**config.mk**
```make
export PLATFORM = sky130hd
export DESIGN_NAME = fp_norm_round
export DESIGN_NICKNAME = d
export VERILOG_FILES = /design/src/rtl/fp_norm_round.sv
export SDC_FILE = /design/constraint.sdc
export NUM_CORES = 1
export LEC_CHECK = 0
export CAP_MARGIN = 20
export CORE_ASPECT_RATIO = 0.6
export CORE_MARGIN = 4
export CORE_UTILIZATION = 30
export CTS_BUF_LIST = sky130_fd_sc_hd__clkbuf_8 sky130_fd_sc_hd__clkbuf_16
export CTS_CLUSTER_DIAMETER = 150
export DETAILED_ROUTE_END_ITERATION = 10
export GPL_ROUTABILITY_DRIVEN = 0
export HOLD_SLACK_MARGIN = 0.08
export MAX_ROUTING_LAYER = met4
export SETUP_SLACK_MARGIN = 0.05
export SLEW_MARGIN = 15
export SYNTH_ARGS = -nofsm -noshare
export SYNTH_HDL_FRONTEND = slang
export SYNTH_SLANG_ARGS = --single-unit
```
**constraint.sdc**
```tcl
create_clock -name clk -period 4.9 [get_ports clk]
set_clock_uncertainty 0.05 [all_clocks]
set_input_delay 0.98 -clock clk [delete_from_list [all_inputs] [get_ports clk]]
set_output_delay 0.98 -clock clk [all_outputs]
set_load 0.01 [all_outputs]
```
**src/rtl/fp_norm_round.sv**
```systemverilog
// Post-add normalize/round stage: carry handling + LZC, normalize, RNE round and
// binary32 packing over a 3-register pipeline with per-stage valid bits.
module fp_norm_round #(
  parameter int unsigned DATAWIDTH = 32
) (
  input  logic                 clk,
  input  logic                 rst,
  input  logic                 ena,
  input  logic                 sign_in,
  input  logic [7:0]           exp_in,
  input  logic [27:0]          mant_in,
  input  logic                 nan_in,
  input  logic                 inf_in,
  output logic [DATAWIDTH-1:0] s,
  output logic                 s_ena,
  output logic                 nan,
  output logic                 over,
  output logic                 under,
  output logic                 done
);

  localparam int unsigned EW  = 10;
  localparam int unsigned NMW = 27;
  localparam int unsigned LZW = 5;
  localparam int unsigned FW  = 23;

  // Leading zeros of a 27-bit value; 27 when all bits are clear.
  function automatic logic [LZW-1:0] lzc27(input logic [NMW-1:0] m);
    lzc27 = LZW'(27);
    for (int i = 0; i < int'(NMW); i++) begin
      if (m[i]) lzc27 = LZW'(26 - i);
    end
  endfunction

  // Stage 1: fold the carry back into the 27-bit frame, otherwise count zeros.
  logic [NMW-1:0] mant1_c;
  logic [EW-1:0]  exp1_c;
  logic [LZW-1:0] lzc1_c;

  always_comb begin
    mant1_c = mant_in[26:0];
    exp1_c  = EW'(exp_in);
    lzc1_c  = '0;
    if (mant_in[27]) begin
      mant1_c = {mant_in[27:2], mant_in[1] | mant_in[0]};
      exp1_c  = EW'(exp_in) + EW'(1);
    end else begin
      lzc1_c  = lzc27(mant_in[26:0]);
    end
  end

  logic           v1, sign1, nan1, inf1, zero1;
  logic [NMW-1:0] mant1;
  logic [EW-1:0]  exp1;
  logic [LZW-1:0] lzc1;

  always_ff @(posedge clk or posedge rst) begin
    if (rst) begin
      v1    <= 1'b0;
      sign1 <= 1'b0;
      nan1  <= 1'b0;
      inf1  <= 1'b0;
      zero1 <= 1'b0;
      mant1 <= '0;
      exp1  <= '0;
      lzc1  <= '0;
    end else begin
      v1    <= ena;
      sign1 <= sign_in;
      nan1  <= nan_in;
      inf1  <= inf_in;
      zero1 <= (mant_in == 28'd0);
      mant1 <= mant1_c;
      exp1  <= exp1_c;
      lzc1  <= lzc1_c;
    end
  end

  // Stage 2: normalize; a non-positive adjusted exponent flushes to zero.
  logic [EW-1:0]  exp2_c;
  logic [NMW-1:0] mant2_c;
  logic           under2_c;

  always_comb begin
    exp2_c   = exp1 - EW'(lzc1);
    mant2_c  = mant1 << lzc1;
    under2_c = exp2_c[EW-1] || (exp2_c == '0);
  end

  logic           v2, sign2, nan2, inf2, zero2, under2;
  logic [NMW-1:0] mant2;
  logic [EW-1:0]  exp2;

  always_ff @(posedge clk or posedge rst) begin
    if (rst) begin
      v2     <= 1'b0;
      sign2  <= 1'b0;
      nan2   <= 1'b0;
      inf2   <= 1'b0;
      zero2  <= 1'b0;
      under2 <= 1'b0;
      mant2  <= '0;
      exp2   <= '0;
    end else begin
      v2     <= v1;
      sign2  <= sign1;
      nan2   <= nan1;
      inf2   <= inf1;
      zero2  <= zero1;
      under2 <= under2_c;
      mant2  <= mant2_c;
      exp2   <= exp2_c;
    end
  end

  // Stage 3: round to nearest even on {hidden, fraction}, then pack by priority.
  logic          inc_c;
  logic [24:0]   rnd_c;
  logic [FW-1:0] frac_c;
  logic [EW-1:0] exp3_c;
  logic          ovf_c;
  logic [31:0]   s_c;
  logic          nan_c, over_c, under_c;

  always_comb begin
    inc_c   = mant2[2] & (mant2[1] | mant2[0] | mant2[3]);
    rnd_c   = {1'b0, mant2[26:3]} + 25'(inc_c);
    frac_c  = rnd_c[24] ? '0 : rnd_c[FW-1:0];
    exp3_c  = exp2 + EW'(rnd_c[24]);
    ovf_c   = !exp3_c[EW-1] && (exp3_c >= EW'(255));
    s_c     = {sign2, exp3_c[7:0], frac_c};
    nan_c   = 1'b0;
    over_c  = 1'b0;
    under_c = 1'b0;
    if (nan2) begin
      s_c   = 32'h7FC0_0000;
      nan_c = 1'b1;
    end else if (inf2) begin
      s_c    = {sign2, 8'hFF, 23'h0};
      over_c = 1'b1;
    end else if (zero2) begin
      s_c = {sign2, 31'h0};
    end else if (under2) begin
      s_c     = {sign2, 31'h0};
      under_c = 1'b1;
    end else if (ovf_c) begin
      s_c    = {sign2, 8'hFF, 23'h0};
      over_c = 1'b1;
    end
  end

  always_ff @(posedge clk or posedge rst) begin
    if (rst) begin
      s_ena <= 1'b0;
      s     <= '0;
      nan   <= 1'b0;
      over  <= 1'b0;
      under <= 1'b0;
    end else begin
      s_ena <= v2;
      if (v2) begin
        s     <= DATAWIDTH'(s_c);
        nan   <= nan_c;
        over  <= over_c;
        under <= under_c;
      end
    end
  end

  assign done = !(v1 || v2 || s_ena);

endmodule

```
==> results list <==
- Result of the run: finished, final reports clean
- Combinational fraction of design power: 0.150
- For this design the ratio of total power to cell area is 359 mW/mm^2.
- Wire segments on met2 add up to 5780 um in the final route.
* # setup viols final: 0
* Die height: 122 um
- Summed over all layers, the global routing overflow is 0.
- The design draws 2.93 mW.
- Derived from the worst setup path, the maximum achievable clock frequency is 270 MHz.
- Min-Delay Endpoint: nan2
- Post-synthesis instance total: 616
- Cts bufs inserted: 17
- Wire length after detailed routing: 15600 um
* Overall fraction of global-route tracks in use: 0.137
- The detailed router put a total of 8830 um of wire on met1.
* Proportion of synthesized chip area in sequential cells: 0.479
- Commonest non-fill, non-tap cell in the layout: dfrtp_1
* Synth Flop Type: dfrtp_1
- WS Path Type: reg2reg
* Worst vdd ir: 0.193 mV
- Summing over every cut layer, the via total after detailed routing is 4860.
- For the pin with the worst max-slew slack, the measured transition is 912 ps.
* Buffers on Ports: 78
- Gates resized during post-CTS repair numbered 0.
- Cell Count, Final, Fillers Out: 983
- Kind of start point of the critical path: flip-flop
- For this design, the slowest cell found on the critical path is a2111oi_0.
- The longest clock path from root to sink contains 2 buffers.
- Reg2Reg Depth: 13
- Synthesis-to-finish area growth: 25.1%
- Initial antenna violation count: 1
* Horizontal extent of the die: 198 um
- Synth warn: 0
- Including well taps, the total number of placed cells is 951.
- Buffers inserted during post-CTS setup optimization: 0
* Number of global-route vias before repair: 4669
- Once layout is complete, the utilization of the core stands at 0.385.
- Max_cap viols: 0
* Slowest cell delay on critical path: 410 ps
- The setup check on the worst reg-to-reg path leaves a slack of 1200 ps.
* Number of remaining DRC errors: 0
* Crit end category: flip-flop
- Final period utilization: 0.755
- The analysis attributes to net switching a power of 0.759 mW.
* Critical-path maximum fanout: 22
- End of the worst register-to-register path: s[11]
- Number of pins exceeding their max-slew limit in the final report: 0
- The HPWL after detailed placement is 11700 um.
- Launching point of the worst reg2reg path: mant2[2]
* Insertion delay of the later-clocked pin in the worst-skew pair: 410 ps
- Number of H-tree levels: 4
- In the layout the commonest cells are dfrtp_1, clkdlybuf4s50_1, nand2_1.
- Sequence of cells on the critical path: and2_1, ha_1, nand3_1, nor2_1, nand2_1, nor3_1, ha_1, nand2_1, or3_1, a2111oi_0, o2111a_2, or3_4, o2bb2ai_1
- Entering global routing, the biggest net connects 78 pins.
* Worst hold path depth: 0
- Count of routing violations after the opening detailed-route iteration: 331
- Root buffer cell: clkbuf_16
- Counting every net in the synthesized netlist gives 668.
* Number of top-level pins: 79
- Clock slew seen by the registers of the worst setup and hold paths: 60 ps
- Setup repair after global routing left no endpoint under its margin.
- The detail route stage leaves a number of antenna-violating nets equal to 0.
- The min-delay analysis places its worst path in the category reg2reg.
* Area of the placeable core: 0.0212 mm^2
- The clock period could shrink to 3700 ps.
* Average size of a mapped cell: 10.6 um^2
* Die area: 0.0243 mm^2
- Startpoint of the tightest hold check path: nan1
- Data required, critical path: 5130 ps
- The analysis attributes to cell leakage a power of 3.32 nW.
- Number of nets in the final layout: 743
- TritonCTS built the clock tree.
- DRT Pass-1 Iters: 5
- Headroom to the max-slew limit came out at 0.392.
- Kind of cell adding the most delay to the critical path: simple AND/OR/NAND/NOR gates
- The count of endpoints failing hold in the final timing report came to 0.
- Total negative slack for setup checks: 0 ps
- Number of buffer and inverter stages on the critical path: 0
- Number of library cell types mapped by synthesis: 65
* Number of synthesized flops with an enable pin: 0
- The synthesized design contains 125 register bits.
- The share of total power dissipated in sequential elements is 0.411.
- The number of hold buffers added after CTS was 0.
- The cell area that synthesis handed to floorplanning was 0.00653 mm^2.
* Num rows: 41
* Switching power share of the total: 0.259
* Via-per-instance ratio: 4.94
- Critical path data arrival time: 3930 ps
- Cell-internal power: 2.17 mW
* Initial cell density of the core: 0.308
- The first global-routing pass estimated 25700 um of wire.
* Fraction of power consumed by the clock network: 0.438
* WL met3: 840 um
* Top layer used by detailed routing: met4
- In the final layout, the share of cells above drive strength 1 is 0.122.
- For this run, asynchronously set or reset flops after synthesis account for 1.00.
* Routed wire length per instance: 15.8 um
- The clock net in this run drives a total of 125 sinks.
- Antenna diode instance count: 0
## final cells by class
| cell class | count | area [um^2] |
|---|---|---|
| Clock buffer | 20 | 467 |
| Clock inverter | 12 | 145 |
| Fill cell | 2049 | 13000 |
| Inverter | 22 | 85.1 |
| Multi-Input combinational cell | 443 | 3180 |
| Sequential cell | 125 | 3130 |
| Tap cell | 279 | 349 |
| Timing Repair Buffer | 82 | 811 |
## synth_stat cells, types with 15 or more instances
cell type / count / share of area
nand4_1: 15 / 0.014
o2bb2ai_1: 22 / 0.030
nand3_1: 15 / 0.012
o21ai_0: 32 / 0.025
xor2_1: 23 / 0.031
xnor2_1: 18 / 0.024
mux2i_1: 28 / 0.043
mux2_2: 23 / 0.040
a21oi_1: 25 / 0.019
nor3_1: 16 / 0.012
dfrtp_1: 125 / 0.48
mux4_2: 16 / 0.055
inv_1: 17 / 0.0098
nor2_1: 45 / 0.026
nand2_1: 75 / 0.043
## worst register-to-register path, stage by stage, from the launching register on
cell	delay [ps]
dfrtp_1	370
and2_1	140
ha_1	180
nand3_1	180
nor2_1	370
nand2_1	90
nor3_1	310
ha_1	300
nand2_1	80
or3_1	360
a2111oi_0	410
o2111a_2	330
or3_4	300
o2bb2ai_1	130
## state kept, by name, indices dropped and copies added (netlist names), 5 cells and up
register  cells
exp2         10
lzc1          5
exp1          9
s            32
mant2        27
mant1        27
## routing by layer
| layer | vias to the layer above | global-route usage |
|---|---|---|
| met1 | 2325 | 0.221 |
| met2 | 135 | 0.167 |
| met5 | - | - |
| met3 | 13 | 0.0294 |
| met4 | 0 | 0.0387 |
| li1 | 2387 | - |
## cells by family (layout without fill, tap and decap cells)
| kind of cell | Yosys count | count (layout) | share of synthesized area |
|---|---|---|---|
| AOI/OAI and AO/OA | 118 | 118 | 0.122 |
| xor gates and xnor gates | 41 | 41 | 0.0550 |
| adders and majority gates | 10 | 10 | 0.0203 |
| buffers and inverters | 48 | 136 | 0.0337 |
| DFF | 125 | 125 | 0.479 |
| muxes | 67 | 67 | 0.138 |
| and+or+nand+nor | 207 | 207 | 0.151 |
## power groups by stage
stage          clock (mW)  sequential [mW]  combinational, mW
6_report             1.29             1.21              0.440
5_1_grt              1.36             1.22              0.486
4_1_cts              1.31             1.21              0.442
3_5_place_dp            0             1.22              0.439
3_3_place_gp            0             1.22              0.434
2_1_floorplan           0             1.21              0.265
## worst max-delay path by stage
stage	from	end	slack, ps	cells past startpoint
2_1_floorplan	rst	exp1[0]	540	1
3_3_place_gp	mant2[2]	s[7]	1320	13
3_5_place_dp	mant2[2]	s[15]	1190	13
4_1_cts	mant2[2]	s[11]	1180	13
5_1_grt	mant2[2]	s[11]	720	13
6_report	mant2[2]	s[11]	1200	13
## through the flow
stage / setup WS [ps] / cell area, um^2 / hold slack, ps
5_1_grt: 719 / 8160 / 302
4_1_cts: 1180 / 8160 / 298
3_5_place_dp: 1190 / 7550 / 285
6_report: 1200 / 8160 / 296
3_3_place_gp: 1320 / 7550 / 282
2_1_floorplan: 542 / 6530 / 281
Power figures use the tool's default switching activity.
